`config.mk`:
```
export PLATFORM = sky130hd
export DESIGN_NAME = seg7_scan
export DESIGN_NICKNAME = d
export VERILOG_FILES = /design/src/rtl/seg7_pkg.sv /design/src/rtl/seg7_dec.sv /design/src/rtl/seg7_scan.sv
export SDC_FILE = /design/constraint.sdc
export NUM_CORES = 1
export LEC_CHECK = 0
export BUFFER_PORTS_ARGS = -buffer_cell sky130_fd_sc_hd__buf_4
export CAP_MARGIN = 5
export CORE_MARGIN = 5
export CORE_UTILIZATION = 40
export CTS_CLUSTER_SIZE = 24
export DETAILED_ROUTE_END_ITERATION = 16
export HOLD_SLACK_MARGIN = 0.12
export PLACE_DENSITY = 0.67
export SLEW_MARGIN = 20
export SYNTH_ARGS = -nofsm -noshare
export SYNTH_HDL_FRONTEND = slang
export SYNTH_SLANG_ARGS = --single-unit
```
`constraint.sdc`:
```
create_clock -name CLK -period 3 [get_ports CLK]
set_input_delay 0.15 -clock CLK [delete_from_list [all_inputs] [get_ports CLK]]
set_output_delay 0.15 -clock CLK [all_outputs]
set_load 0.1 [all_outputs]
```
`src/rtl/seg7_pkg.sv`:
```
// Shared constants and types for the four-digit multiplexed seven-segment scanner.
package seg7_pkg;

  // Segment and anode idle patterns (active-low, so all ones means dark).
  localparam logic [6:0] SEG_OFF = 7'h7F;
  localparam logic [3:0] DIG_OFF = 4'hF;

  // Index of one of the four digits, 0 = rightmost.
  typedef logic [1:0] dig_idx_t;

  // Active-low {g,f,e,d,c,b,a} patterns, entry n is the glyph for hex nibble n.
  localparam logic [15:0][6:0] SEG_TABLE = {
    7'h0E, 7'h06, 7'h21, 7'h46,   // F E d C
    7'h03, 7'h08, 7'h10, 7'h00,   // b A 9 8
    7'h78, 7'h02, 7'h12, 7'h19,   // 7 6 5 4
    7'h30, 7'h24, 7'h79, 7'h40    // 3 2 1 0
  };

endpackage

```
`src/rtl/seg7_dec.sv`:
```
// Combinational hex-nibble to active-low segment decoder.
module seg7_dec
  import seg7_pkg::*;
(
  input  logic [3:0] nib,
  output logic [6:0] seg
);

  // Straight table lookup; the table already holds active-low patterns.
  always_comb begin
    seg = SEG_TABLE[nib];
  end

endmodule

```
`src/rtl/seg7_scan.sv`:
```
// Four-digit multiplexed seven-segment driver with per-slot ghost blanking,
// frame-synchronous (tear-free) display updates and leading-zero suppression.
module seg7_scan
  import seg7_pkg::*;
#(
  parameter int CLK_DIV   = 50000,
  parameter int BLANK_CYC = 8
) (
  input  logic        CLK,
  input  logic        RST,
  input  logic        LOAD,
  input  logic [15:0] DIN,
  input  logic [3:0]  DP_IN,
  input  logic        BLANK_LZ,
  output logic [6:0]  nSEG,
  output logic        nDP,
  output logic [3:0]  nDIG
);

  localparam int CNT_W = (CLK_DIV > 1) ? $clog2(CLK_DIV) : 1;
  localparam logic [CNT_W-1:0] CNT_LAST  = CNT_W'(CLK_DIV - 1);
  localparam logic [CNT_W-1:0] BLANK_END = CNT_W'(BLANK_CYC);

  // Stage p0: timing counters and the frame-stable display image.
  logic [CNT_W-1:0] cnt_p0;
  dig_idx_t         scan_p0;
  logic [15:0]      disp_nib_p0;
  logic [3:0]       disp_dp_p0;

  logic [15:0]      pend_nib;
  logic [3:0]       pend_dp;
  logic             pend_vld;

  logic             tick;
  logic             frame_end;

  assign tick      = (cnt_p0 == CNT_LAST);
  assign frame_end = tick && (scan_p0 == 2'd3);

  // Prescaler wraps every CLK_DIV clocks; the scan index steps once per wrap.
  always_ff @(posedge CLK) begin
    if (RST) begin
      cnt_p0  <= '0;
      scan_p0 <= '0;
    end else begin
      cnt_p0 <= tick ? '0 : cnt_p0 + 1'b1;
      if (tick) begin
        scan_p0 <= scan_p0 + 1'b1;
      end
    end
  end

  // Pending data is only meaningful while pend_vld is set, so it carries no reset.
  always_ff @(posedge CLK) begin
    if (!RST && LOAD && !frame_end) begin
      pend_nib <= DIN;
      pend_dp  <= DP_IN;
    end
  end

  // Display image changes only at the frame boundary; a load on that very tick bypasses pending.
  always_ff @(posedge CLK) begin
    if (RST) begin
      disp_nib_p0 <= '0;
      disp_dp_p0  <= '0;
      pend_vld    <= 1'b0;
    end else if (frame_end) begin
      pend_vld <= 1'b0;
      if (LOAD) begin
        disp_nib_p0 <= DIN;
        disp_dp_p0  <= DP_IN;
      end else if (pend_vld) begin
        disp_nib_p0 <= pend_nib;
        disp_dp_p0  <= pend_dp;
      end
    end else if (LOAD) begin
      pend_vld <= 1'b1;
    end
  end

  logic [3:0] sel_nib;
  logic       lz_zero;
  logic [6:0] dec_seg;
  logic [6:0] seg_nxt;
  logic       dp_nxt;
  logic [3:0] dig_nxt;

  seg7_dec u_dec (
    .nib (sel_nib),
    .seg (dec_seg)
  );

  // Select the current digit and decide whether it falls in a run of leading zeros.
  always_comb begin
    sel_nib = disp_nib_p0[{scan_p0, 2'b00} +: 4];
    lz_zero = 1'b0;
    case (scan_p0)
      2'd3:    lz_zero = (disp_nib_p0[15:12] == 4'h0);
      2'd2:    lz_zero = (disp_nib_p0[15:8]  == 8'h00);
      2'd1:    lz_zero = (disp_nib_p0[15:4]  == 12'h000);
      default: lz_zero = 1'b0;
    endcase
  end

  // Compose the next output pattern: dark during the slot lead-in, else the selected digit.
  always_comb begin
    seg_nxt = SEG_OFF;
    dp_nxt  = 1'b1;
    dig_nxt = DIG_OFF;
    if (cnt_p0 >= BLANK_END) begin
      dig_nxt = ~(4'b0001 << scan_p0);
      dp_nxt  = ~disp_dp_p0[scan_p0];
      seg_nxt = (BLANK_LZ && lz_zero) ? SEG_OFF : dec_seg;
    end
  end

  // Stage p1: registered pad drivers, one clock behind the counters and display image.
  logic [6:0] seg_p1;
  logic       dp_p1;
  logic [3:0] dig_p1;

  // Output register forces every pad dark while in reset.
  always_ff @(posedge CLK) begin
    if (RST) begin
      seg_p1 <= SEG_OFF;
      dp_p1  <= 1'b1;
      dig_p1 <= DIG_OFF;
    end else begin
      seg_p1 <= seg_nxt;
      dp_p1  <= dp_nxt;
      dig_p1 <= dig_nxt;
    end
  end

  assign nSEG = seg_p1;
  assign nDP  = dp_p1;
  assign nDIG = dig_p1;

endmodule
```
=== Word level (Yosys, flattened, before mapping) ===
Memory sizes are Yosys's and may differ from the RTL's. A register that Yosys moved wholly into a read port is not among the register bits.
Index checks and enable logic that the tools add are counted.

* Flip-flop bits (word level): 64
* ROM bits: 112
* Bits of input ports: 24
* Output and inout bits: 12
* Word-level logic and storage cells: 45
* Memories: 1

{| class="wikitable"
|+ Memories
! name !! words !! width !! read ports !! clocked after memory_dff !! write ports !! RTL line !! RTL
|-
| (no name shown) || 16 || 7 || 1 || 1 || 0 || seg7_dec.sv:11 || <nowiki>seg = SEG_TABLE[nib];</nowiki>
|}

* $add $sub $neg: 2
* Order comparisons: 2
* Equality and inequality tests: 4
* Shift operators: 2
* Muxes and demuxes: 7
* Bitwise logic cells: 3
* Reduce and logical (&&, ||, !) cells: 15

{| class="wikitable"
|+ Operators by type and width
! kind !! number
|-
| $mux W16 || 2
|-
| $add A16 B1 Y16 const B || 1
|-
| $eq A16 B16 Y1 const B || 1
|-
| $ge A16 B4 Y1 const B || 1
|-
| $shiftx A16 B5 Y4 || 1
|-
| $logic_not A12 Y1 || 1
|-
| $logic_not A8 Y1 || 1
|-
| $mux W4 || 2
|-
| $reduce_or A2 Y1 || 3
|-
| $eq A2 B2 Y1 const B || 2
|-
| $logic_and A1 B1 Y1 || 4
|-
| $logic_not A4 Y1 || 1
|-
| $not A4 Y4 || 1
|-
| $shl A1 B2 Y4 const A || 1
|-
| $lt A2 B3 Y1 const B || 1
|-
| $pmux W1 S3 || 1
|-
| $reduce_or A3 Y1 || 1
|-
| $add A2 B1 Y2 const B || 1
|-
| $bmux W1 S2 || 1
|-
| $eq A2 B1 Y1 const B || 1
|-
| $logic_not A1 Y1 || 2
|-
| $not A1 Y1 || 2
|-
| $reduce_and A2 Y1 || 1
|-
| $reduce_bool A2 Y1 || 1
|-
| $mux W1 || 1
|}

=== Logic depth before layout (Yosys ltp) ===
Gate-level depths: netlist (run 1).

* Depth after elaboration: 4
* Depth in mapped cells: 7
* Gate-level depth less buffers: 6

=== Cells and area by module ===
Synthesis (run 1) repeated with hierarchy kept, for this count alone.

* Cells, all modules: 294
* Area, all modules: 3178.0 um^2

{| class="wikitable"
|+ By module, submodules not included
! module !! times used !! cells an instance !! area each (um^2) !! seq. area each (um^2)
|-
| seg7_scan || 1 || 262 || 2902.8 || 1621.6
|-
| seg7_dec || 1 || 32 || 275.3 || 0.0
|}

=== Worst setup path after synthesis (run 1) ===
Ideal clock, no wire load.

* Path type: reg-to-reg
* Start point: register cnt_p0[0]
* End point: register pend_dp[0], enable pin
* Setup time: 0.378 ns
* Data arrival time: 1.656 ns
* Required time: 2.622 ns
* Setup slack: 0.966 ns
* Stages on the path, launching flop included: 6
* Path buffers: 0
* Cells stage by stage: dfxtp_1 > ha_1 > and3_1 > and4_4 > a31oi_1 > and2_1

* Cells in the longest elaborated chain, start to end: 4

{| class="wikitable"
|+ Ends and longest elaborated chain
! what !! RTL line !! RTL
|-
| start: declaration || seg7_scan.sv:25 || <nowiki>logic [CNT_W-1:0] cnt_p0;</nowiki>
|-
| start signal: assignment || seg7_scan.sv:46 || <nowiki>cnt_p0 <= tick ? '0 : cnt_p0 + 1'b1;</nowiki>
|-
| $eq A16 B16 Y1 || seg7_scan.sv:37 || <nowiki>assign tick = (cnt_p0 == CNT_LAST);</nowiki>
|-
| $logic_and A1 B1 Y1 || seg7_scan.sv:38 || <nowiki>assign frame_end = tick && (scan_p0 == 2'd3);</nowiki>
|-
| $logic_not A1 Y1 || seg7_scan.sv:55 || <nowiki>if (!RST && LOAD && !frame_end) begin</nowiki>
|-
| $logic_and A1 B1 Y1 || seg7_scan.sv:55 ||
|-
| end signal: assignment || seg7_scan.sv:57 || <nowiki>pend_dp <= DP_IN;</nowiki>
|-
| end: declaration || seg7_scan.sv:31 || <nowiki>logic [3:0] pend_dp;</nowiki>
|}

Every way passes these cells.
A chain may end at the register's enable or synchronous reset.

=== Worst setup path in the final report (run 1) ===
* Start point: register cnt_p0[0]
* End point: register pend_nib[3], enable pin

* Cells in the longest elaborated chain, start to end: 4

{| class="wikitable"
|+ Ends and longest elaborated chain
! what !! RTL line !! RTL
|-
| $eq A16 B16 Y1 || seg7_scan.sv:37 ||
|-
| $logic_and A1 B1 Y1 || seg7_scan.sv:38 ||
|-
| $logic_not A1 Y1 || seg7_scan.sv:55 ||
|-
| $logic_and A1 B1 Y1 || seg7_scan.sv:55 ||
|-
| end signal: assignment || seg7_scan.sv:56 || <nowiki>pend_nib <= DIN;</nowiki>
|-
| end: declaration || seg7_scan.sv:30 || <nowiki>logic [15:0] pend_nib;</nowiki>
|}

Every way passes these cells.

==> flow_metrics.env, run 1 <==
export IMPL_cts_root_buffer="sky130_fd_sc_hd__clkbuf_8"
export IMPL_cts_buffers_inserted=9
export IMPL_route_detailed_vias_per_inst=4.96
export IMPL_timing_final_max_slew_violations=0
export IMPL_global_route_overflow_total=0
export IMPL_initial_antenna_violation_count=0
export IMPL_placement_io_buffers=35
export IMPL_layout_min_cycle_time_ps=2170
export IMPL_xor_and_xnor_area_share_after_synthesis=0.0373
export IMPL_final_replace_weighted_congestion=0.784
export IMPL_post_synth_top_area_cell="sky130_fd_sc_hd__dfxtp_1"
export IMPL_drt_iter0_drc=138
export IMPL_clockBufferDepth=2
export IMPL_main_combinational_cell_family_by_area_after_synthesis="multiplexers"
export IMPL_num_nets_final=403
export IMPL_post_route_cell_area_sq_mm=0.00422
export IMPL_syn_instance_count=312
export IMPL_timing_critical_path_to_type="flop"
export IMPL_final_fill_count=779
export IMPL_synth_seq_cells=71
export IMPL_static_leakage_power_nw=1.69
export IMPL_initial_core_util=0.407
export IMPL_ir_drop_uv=179
export IMPL_crit_path_max_fanout=12
export IMPL_timing_critical_path_from_type="flop"
export IMPL_hpwl_um=4500
export IMPL_setup_tns_ps=0
export IMPL_mappedNetlistArea_sq_mm=0.00352
export IMPL_grt_start_max_net_pins=47
export IMPL_clock_latency_ps=340
export IMPL_final_period_utilization=0.724
export IMPL_groute_usage_overall=0.123
export IMPL_ys_top_cells_by_count="sky130_fd_sc_hd__dfxtp_1, sky130_fd_sc_hd__nor2_1"
export IMPL_clock_fmax_ghz=0.461
export IMPL_via_count=2377
export IMPL_routed_wl_um=6430
export IMPL_drtAntennaViolNets=0
export IMPL_ys_top_cells_by_area="sky130_fd_sc_hd__dfxtp_1, sky130_fd_sc_hd__edfxtp_1, sky130_fd_sc_hd__mux2_4, sky130_fd_sc_hd__mux2i_1, sky130_fd_sc_hd__ha_1"
export IMPL_synth_compound_area_frac=0.0544
export IMPL_fp_dieW_um=104
export IMPL_reported_max_cap_violation_count=0
export IMPL_layout_drive_gt1_share=0.243
export IMPL_area_growth_pct=20.0
export IMPL_synthMostInstantiatedCell="sky130_fd_sc_hd__dfxtp_1"
export IMPL_tightestPinTransition_ps=516
export IMPL_first_global_vias=2290
export IMPL_post_drt_wl_per_cell_um=13.4
export IMPL_synth_lib_cells_used_distinct=44
export IMPL_fin_total_pwr_w=0.00188
export IMPL_grt_pass1_wl_um=11000
export IMPL_drc_errors=0
export IMPL_synthAdderAreaFrac=0.0462
export IMPL_yosys_warnings=0
export IMPL_syn_nets=349
export IMPL_ys_flop_type="sky130_fd_sc_hd__dfxtp_1"
export IMPL_fp_row_count=34
export IMPL_boundaryPins=36
export IMPL_cts_max_level=3
export IMPL_post_synth_edffs=20
export IMPL_grt_setup_unrepaired="no"
export IMPL_synth_area_mux_share=0.193
export IMPL_p_per_area_mw_per_mm2=444
export IMPL_clock_sinks=71
export IMPL_worstHoldPathType="primary input to flop"
export IMPL_async_reset_ff_frac=0
export IMPL_dieHeight_um=104
export IMPL_setup_viol=0
export IMPL_cts_tree="yes"
export IMPL_placed_cell_area_sq_mm=0.00383
export IMPL_worstPathArrival_ps=2220
export IMPL_yosysTopAreaCellShare=0.290
export IMPL_required_ps=3040
export IMPL_synth_avg_cell_area_sq_um=11.3
export IMPL_relSlewSlack=0.651
export IMPL_cts_clk_slew_worst_paths_ps=80
export IMPL_finalHoldViolCount=0
export IMPL_core_region_area_sq_mm=0.00864
export IMPL_die_area_sq_mm=0.0108
export IMPL_antenna_diodes=0
export IMPL_skew_ps=9.23
export IMPL_drt_pre_antenna_iters=4
export IMPL_criticalPathCategory="flop to flop"
export IMPL_seq_area_frac_synth=0.461
export IMPL_worst_hold_slack_ps=235
export IMPL_post_synth_simple_gate_area=0.164
export IMPL_run_status="finished, final reports clean"
==> critical path, cell delays in order (launching register included) <==
cell,delay (ps)
sky130_fd_sc_hd__dfxtp_1,350
sky130_fd_sc_hd__ha_1,240
sky130_fd_sc_hd__and3_1,190
sky130_fd_sc_hd__and4_4,210
sky130_fd_sc_hd__a31oi_1,190
sky130_fd_sc_hd__and2_1,400
sky130_fd_sc_hd__buf_4,280
==> cell type report <==
class | instances | area, sq um | share of cell area
clock buffer | 11 | 131 | 0.0311
inverter | 12 | 45.0 | 0.0107
timing repair buffer | 58 | 485 | 0.115
tap | 108 | 135 | 0.0320
sequential | 71 | 1620 | 0.384
multi-input combinational | 214 | 1740 | 0.413
clock inverter | 5 | 58.8 | 0.0139
==> placed cells by master (no fill, tap or decap), drive strengths merged, types with 12 or more instances in the layout <==
| master | count |
|---|---|
| nand2 | 16 |
| dfxtp | 51 |
| mux2i | 20 |
| edfxtp | 20 |
| mux2 | 24 |
| dlygate4sd3 | 20 |
| buf | 38 |
| nor2b | 20 |
| inv | 12 |
| nor2 | 35 |
| ha | 13 |
==> cells by family (layout without fill, tap and decap cells) <==
| logic type | after synthesis | after routing |
|---|---|---|
| muxes | 50 | 50 |
| DFF | 71 | 71 |
| xor gates and xnor gates | 15 | 15 |
| AOI/OAI and AO/OA | 27 | 27 |
| adders and majority gates | 13 | 13 |
| buffers and inverters | 27 | 86 |
| and+or+nand+nor | 109 | 109 |
==> through the flow <==
step	worst slack (ps)	std cells	util
after floorplan	966	312	-
after global placement	851	443	0.443
after detailed placement	810	443	0.443
after CTS	787	479	0.489
final	829	479	0.489
after global routing	655	479	0.489
==> power breakdown <==
group	internal (W)	switching, W	leakage, nW	total, W
Combinational	0.0000609	0.0000540	1.00	0.000115
Clock	0.000385	0.000357	0.0895	0.000742
Sequential	0.00101	0.00000896	0.600	0.00102
==> what timing repair did <==
item,4_1_cts,5_1_grt
hold buffers,20,0
hold endpoints to repair,20,0
resized for setup,0,0
setup buffers,0,0
==> layer usage <==
metal / share of wire / global-route usage / wire, um / vias to the layer above
met5: 0 / 0 / 0 / -
met4: 0.015 / 0.0583 / 95 / 0
met3: 0.035 / 0.0286 / 224 / 8
met2: 0.45 / 0.182 / 2880 / 45
met1: 0.50 / 0.170 / 3230 / 1112
li1: - / - / - / 1212
==> state kept, by name, indices dropped and copies added, names as in the netlist <==
register and cells:
disp_nib_p0 16, pend_nib 16, nSEG 7, nDIG 4, pend_dp 4, pend_vld 1
disp_dp_p0 4, cnt_p0 16, nDP 1, scan_p0 2
==> path summary, 6_finish.rpt <==
| kind | startpoint | to | slack (ps) | cells after the start |
|---|---|---|---|---|
| max | cnt_p0[0] | pend_nib[3] | 830 | 6 |
| min | RST | cnt_p0[2] | 240 | 2 |
| max reg2reg | cnt_p0[0] | pend_nib[3] | 830 | 6 |
| min reg2reg | cnt_p0[0] | cnt_p0[0] | 480 | 1 |
Note: power is estimated with default switching activity, not from simulation.
==> run 2, diff against run 1 <==
--- a/config.mk
+++ b/config.mk
@@ -12,7 +12,7 @@
 export CTS_CLUSTER_SIZE = 24
 export DETAILED_ROUTE_END_ITERATION = 16
 export HOLD_SLACK_MARGIN = 0.12
-export PLACE_DENSITY = 0.67
+export PLACE_DENSITY = 0.69
 export SLEW_MARGIN = 20
 export SYNTH_ARGS = -nofsm -noshare
 export SYNTH_HDL_FRONTEND = slang
==> constraint.sdc (replaced) <==
create_clock -name CLK -period 1.75 [get_ports CLK]
set_input_delay 0.0875 -clock CLK [delete_from_list [all_inputs] [get_ports CLK]]
set_output_delay 0.0875 -clock CLK [all_outputs]
set_load 0.1 [all_outputs]
==> run 2 against run 1 <==
  * The run now ends with setup timing left
  * Sequential power up 71%
  * Flip-flop and latch count is the same
  * Sequential share of layout area decreased by 3.4 points
  * Maximum frequency increased by 23%
  * Global-route usage up 1.5 points
  * Cell area is 10% higher
  * Total power increased by 64%
  * Utilization is 5.0 points higher
  * First-iteration DRC count down 41%
  * Clock-buffer cell count decreased by 1
  * Critical endpoint is now nSEG[6]
  * Largest power group unchanged
  * Highest routed layer unchanged
==> flow_metrics.env, run 2 (synthesis results as in run 1) <==
export IMPL_run_status="complete, but fails checks"
export IMPL_violations="setup timing"
export IMPL_via_count=2566
export IMPL_timing_critical_path_from_type="flop"
export IMPL_clock_sinks=71
export IMPL_ir_drop_uv=360
export IMPL_global_route_overflow_total=0
export IMPL_cts_root_buffer="sky130_fd_sc_hd__clkbuf_8"
export IMPL_cts_clk_slew_worst_paths_ps=70
export IMPL_clock_latency_ps=340
export IMPL_layout_min_cycle_time_ps=1770
export IMPL_intPower_w=0.00235
export IMPL_timing_critical_path_to_type="flop"
export IMPL_most_frequent_cells_in_the_layout="sky130_fd_sc_hd__buf_4, sky130_fd_sc_hd__dfxtp_1, sky130_fd_sc_hd__nor2_1, sky130_fd_sc_hd__mux2_4, sky130_fd_sc_hd__dlygate4sd3_1"
export IMPL_required_ps=1960
export IMPL_route_detailed_vias_per_inst=4.93
export IMPL_clockPowerShare=0.361
export IMPL_initial_core_util=0.407
export IMPL_critPathLaunch="scan_p0[0]"
export IMPL_criticalPathCategory="flop to flop"
export IMPL_seqPwrFrac=0.566
export IMPL_area_growth_pct=32.2
export IMPL_setup_tns_ps=-130
export IMPL_most_common_cell_after_layout_fill_and_taps_aside="sky130_fd_sc_hd__buf_4"
export IMPL_layout_drive_gt1_share=0.354
export IMPL_reported_max_cap_violation_count=0
export IMPL_initial_antenna_violation_count=0
export IMPL_relSlewSlack=0.686
export IMPL_fp_row_count=34
export IMPL_num_nets_final=445
export IMPL_final_fill_count=743
export IMPL_boundaryPins=36
export IMPL_final_replace_weighted_congestion=0.848
export IMPL_clockBufferDepth=2
export IMPL_grt_start_max_net_pins=47
export IMPL_clock_fmax_ghz=0.565
export IMPL_swShare=0.235
export IMPL_layoutNonFillerInstCount=521
export IMPL_routed_wl_um=7460
export IMPL_drt_pre_antenna_iters=4
export IMPL_drtAntennaViolNets=0
export IMPL_cts_buffers_inserted=9
export IMPL_core_region_area_sq_mm=0.00864
export IMPL_r2r_start="scan_p0[0]"
export IMPL_crit_path_max_fanout=6
export IMPL_grt_pass1_wl_um=12300
export IMPL_placement_io_buffers=35
export IMPL_drt_iter0_drc=81
export IMPL_cts_tree="yes"
export IMPL_tightestPinTransition_ps=470
export IMPL_post_drt_wl_per_cell_um=14.3
export IMPL_p_per_area_mw_per_mm2=661
export IMPL_fin_total_pwr_w=0.00307
export IMPL_fp_dieW_um=104
export IMPL_groute_usage_overall=0.138
export IMPL_die_area_sq_mm=0.0108
export IMPL_final_period_utilization=1.01
export IMPL_biggestRegsByFlops="cnt_p0 x16, disp_nib_p0 x16, pend_nib x16"
export IMPL_utilization=0.539
export IMPL_netSwitchingPower_w=0.000721
export IMPL_worstHoldPathType="primary input to flop"
export IMPL_setup_viol=15
export IMPL_dieHeight_um=104
export IMPL_finalHoldViolCount=0
export IMPL_skew_ps=9.69
export IMPL_placedCellCount=477
export IMPL_drc_errors=0
export IMPL_final_critical_path_setup_slack_ps=-19.2
export IMPL_antenna_diodes=0
export IMPL_power_frac_comb=0.073
export IMPL_hpwl_um=4980
export IMPL_cts_max_level=3
export IMPL_holdCritStartpoint="RST"
export IMPL_grt_setup_unrepaired="yes"
export IMPL_worstPathArrival_ps=1980
export IMPL_static_leakage_power_nw=1.93
export IMPL_timing_final_max_slew_violations=0
export IMPL_first_global_vias=2516
-- run 2: changes by cell type in the layout (fill, tap and decap cells not counted), moves of 2 or more --
cell	before	now
sky130_fd_sc_hd__buf_4	38	75
sky130_fd_sc_hd__ha_1	13	8
sky130_fd_sc_hd__ha_4	0	3
sky130_fd_sc_hd__and2_4	0	2
sky130_fd_sc_hd__dfxtp_1	51	49
sky130_fd_sc_hd__dfxtp_4	0	2
sky130_fd_sc_hd__ha_2	0	2
sky130_fd_sc_hd__inv_1	12	10
sky130_fd_sc_hd__inv_4	0	2
sky130_fd_sc_hd__o21ai_0	6	4
-- run 2: timing repair --
| item | 4_1_cts | 5_1_grt |
|---|---|---|
| endpoints found under the setup margin | 26 | 27 |
| hold buffers | 21 | 0 |
| pin swaps | 1 | 8 |
| endpoints found under the hold margin | 22 | 0 |
| resized for setup | 5 | 14 |
| setup buffers | 0 | 4 |
| gates cloned | 1 | 2 |
-- run 2: cell type report --
cell class                      count  area [sq um]  area share
Clock buffer                       10           128      0.0274
Clock inverter                      6          37.5     0.00807
Timing Repair Buffer               99           830       0.178
Multi-Input combinational cell    215          1840       0.396
Tap cell                          108           135      0.0290
Sequential cell                    71          1630       0.350
Inverter                           12          50.0      0.0108
-- run 2: final timing paths --
kind / to / slack [ps] / cells past startpoint
worst min-delay path: cnt_p0[2] / 190 / 2
worst max-delay path: nSEG[6] / -20 / 5
worst min register to register: cnt_p0[0] / 540 / 2
worst max register to register: nSEG[6] / -20 / 5
-- run 2: metrics by stage --
| stage | hold WS (ps) | worst slack (ps) | instance area, sq um |
|---|---|---|---|
| 3_3_place_gp | 277 | 2.43 | 4120 |
| 5_1_grt | 188 | -126 | 4650 |
| 2_1_floorplan | 186 | -22.9 | 3540 |
| 6_report | 185 | -19.2 | 4650 |
| 4_1_cts | 177 | 1.53 | 4520 |
| 3_5_place_dp | 278 | -19.3 | 4120 |
-- run 2: power groups by stage --
stage	Clock, W	Combinational (W)	Sequential [W]
after global routing	0.00122	0.000251	0.00174
after global placement	0	0.000178	0.00178
final	0.00111	0.000224	0.00174
after floorplan	0	0.0000984	0.00178
after detailed placement	0	0.000182	0.00178
after CTS	0.00114	0.000225	0.00174
-- run 2: routing by layer --
| metal | up-vias | wire (um) | track usage |
|---|---|---|---|
| li1 | 1300 | - | - |
| met1 | 1218 | 3610 | 0.189 |
| met2 | 41 | 3540 | 0.216 |
| met3 | 7 | 248 | 0.0354 |
| met4 | 0 | 60 | 0.0416 |
| met5 | - | 0 | 0 |
-- run 2: critical path: stages, from the launching register on --
cell and delay, ps:
sky130_fd_sc_hd__dfxtp_4 380, sky130_fd_sc_hd__mux4_2 630, sky130_fd_sc_hd__ha_4 210, sky130_fd_sc_hd__mux2_2 270, sky130_fd_sc_hd__nand2_2 70, sky130_fd_sc_hd__o211ai_1 80
==> run 3, diff against run 2 <==
==> constraint.sdc (replaced) <==
create_clock -name CLK -period 1.75 [get_ports CLK]
set_input_delay 0.2625 -clock CLK [delete_from_list [all_inputs] [get_ports CLK]]
set_output_delay 0.2625 -clock CLK [all_outputs]
set_load 0.1 [all_outputs]
==> run 3 against run 2 <==
  * Utilization is 0.48 points higher
  * Clock skew is 0.84 ps higher
  * Non-clock buffer count is 1 higher
  * The run now ends clean
  * Total power is 6.5% higher
  * Global-route usage is 0.31 points higher
  * Largest power group unchanged
  * Critical endpoint is now nSEG[3]
  * Highest routed layer unchanged
  * Sequential power hardly changed
  * Maximum frequency is 1.8% higher
  * Critical path depth stayed put
  * Routed wire length is 0.80% higher
  * Register-to-register slack better by 30 ps
  * Worst hold slack better by 62 ps
==> flow_metrics.env, run 3 (synthesis results as in run 1) <==
export IMPL_intPower_w=0.00251
export IMPL_required_ps=1970
export IMPL_route_detailed_vias_per_inst=4.85
export IMPL_cpPeakStageDelay_ps=580
export IMPL_post_drt_wl_per_cell_um=14.4
export IMPL_antenna_diodes=0
export IMPL_cts_max_level=3
export IMPL_cts_tree="yes"
export IMPL_boundaryPins=36
export IMPL_criticalPathCategory="flop to flop"
export IMPL_layout_min_cycle_time_ps=1740
export IMPL_core_region_area_sq_mm=0.00864
export IMPL_global_route_overflow_total=0
export IMPL_groute_usage_overall=0.141
export IMPL_p_per_area_mw_per_mm2=697
export IMPL_skew_ps=10.5
export IMPL_placedCellCount=478
export IMPL_num_nets_final=447
export IMPL_clockBufferDepth=2
export IMPL_clock_fmax_ghz=0.575
export IMPL_area_growth_pct=33.4
export IMPL_timing_final_max_slew_violations=0
export IMPL_ir_drop_uv=371
export IMPL_drt_pre_antenna_iters=6
export IMPL_clock_sinks=71
export IMPL_worst_hold_slack_ps=247
export IMPL_drtAntennaViolNets=0
export IMPL_hpwl_um=5130
export IMPL_relSlewSlack=0.740
export IMPL_run_status="finished, final reports clean"
export IMPL_power_frac_comb=0.070
export IMPL_clock_latency_ps=350
export IMPL_utilization=0.543
export IMPL_grt_pass1_wl_um=12500
export IMPL_worstPathArrival_ps=1960
export IMPL_fin_total_pwr_w=0.00327
export IMPL_worstHoldPathType="primary input to flop"
export IMPL_drc_errors=0
export IMPL_final_period_utilization=0.993
export IMPL_clockPowerShare=0.398
export IMPL_placed_cell_area_sq_mm=0.00414
export IMPL_post_route_cell_area_sq_mm=0.00469
export IMPL_layoutNonFillerInstCount=523
export IMPL_setup_viol=0
export IMPL_cts_clk_slew_worst_paths_ps=80
export IMPL_layout_drive_gt1_share=0.366
export IMPL_die_area_sq_mm=0.0108
export IMPL_final_replace_weighted_congestion=0.855
export IMPL_reported_max_cap_violation_count=0
export IMPL_crit_chain="mux4_2 > ha_2 > mux2_2 > nand2_1 > o211ai_1"
export IMPL_drt_iter0_drc=95
export IMPL_fp_row_count=34
export IMPL_crit_path_max_fanout=5
export IMPL_timing_critical_path_to_type="flop"
export IMPL_cts_buffers_inserted=9
export IMPL_first_global_vias=2596
export IMPL_cts_root_buffer="sky130_fd_sc_hd__clkbuf_8"
export IMPL_seqPwrFrac=0.532
export IMPL_grt_start_max_net_pins=42
export IMPL_netSwitchingPower_w=0.000762
export IMPL_most_frequent_cells_in_the_layout="sky130_fd_sc_hd__buf_4, sky130_fd_sc_hd__dfxtp_1, sky130_fd_sc_hd__nor2_1, sky130_fd_sc_hd__dlygate4sd3_1"
export IMPL_timing_critical_path_from_type="flop"
export IMPL_grt_setup_unrepaired="yes"
export IMPL_biggestRegsByFlops="cnt_p0 x16, disp_nib_p0 x16, pend_nib x16"
export IMPL_most_common_cell_after_layout_fill_and_taps_aside="sky130_fd_sc_hd__buf_4"
export IMPL_via_count=2539
export IMPL_static_leakage_power_nw=1.95
export IMPL_routed_wl_um=7520
export IMPL_swShare=0.233
export IMPL_tightestPinTransition_ps=387
export IMPL_finalHoldViolCount=0
export IMPL_initial_antenna_violation_count=0
export IMPL_cpMaxStageDelayCell="sky130_fd_sc_hd__mux4_2"
export IMPL_fp_dieW_um=104
export IMPL_dieHeight_um=104
export IMPL_placement_io_buffers=35
export IMPL_initial_core_util=0.407
[run 3: cell count changes in the layout (fill, tap and decap cells not counted), sizes merged]
cell	change
and2	+1
inv	+2
buf	+1
clkbuf	-1
clkinv	-2
bufinv	+1
[run 3: cell type report]
type / count / area, sq um
clock buffer: 9 / 124
clock inverter: 7 / 71.3
fill: 723 / 3940
inverter: 12 / 45.0
multi-input combinational: 216 / 1830
sequential: 71 / 1630
tap: 108 / 135
timing repair buffer: 100 / 853
[run 3: path summary, 6_finish.rpt]
| check | startpoint | to | slack (ps) | depth (start not counted) |
|---|---|---|---|---|
| setup / recovery | scan_p0[0] | nSEG[3] | 10 | 5 |
| hold / removal | LOAD | pend_vld | 250 | 2 |
| setup reg to reg | scan_p0[0] | nSEG[3] | 10 | 5 |
| hold reg to reg | cnt_p0[0] | cnt_p0[0] | 540 | 2 |
[run 3: critical path, delay by kind of cell, from the launching register on]
kind	cells	cell delay, ps
mux	2	840
simple gates	1	60
fa+ha+maj	1	240
compound gates	1	80
flops	1	380
[run 3: timing repair]
action | 4_1_cts | 5_1_grt
setup endpoints to repair | 26 | 28
gates resized for setup | 5 | 13
pin swaps | 1 | 2
hold buffers | 21 | 0
setup buffers | 2 | 2
gates cloned | 2 | 2
hold endpoints to repair | 21 | 0
[run 3: stage by stage]
step                      setup slack (ps)  TNS (ps)
after floorplan                      -22.9     -72.1
final                                 11.8         0
after global placement                2.73         0
after global routing                 -71.0     -1190
after detailed placement             -42.7      -373
after CTS                            0.322         0
[run 3: power by group through the flow]
stage / registers, W / clock network [W] / logic [W]
6_report: 0.00174 / 0.00130 / 0.000231
5_1_grt: 0.00174 / 0.00140 / 0.000255
4_1_cts: 0.00174 / 0.00134 / 0.000232
3_5_place_dp: 0.00178 / 0 / 0.000187
3_3_place_gp: 0.00178 / 0 / 0.000183
2_1_floorplan: 0.00178 / 0 / 0.0000984
[run 3: per-layer routing]
layer / track usage / up-vias / share of wire
met3: 0.0342 / 7 / 0.033
met1: 0.184 / 1187 / 0.48
met5: 0 / - / 0
met2: 0.226 / 38 / 0.47
met4: 0.0555 / 0 / 0.015
li1: - / 1307 / -
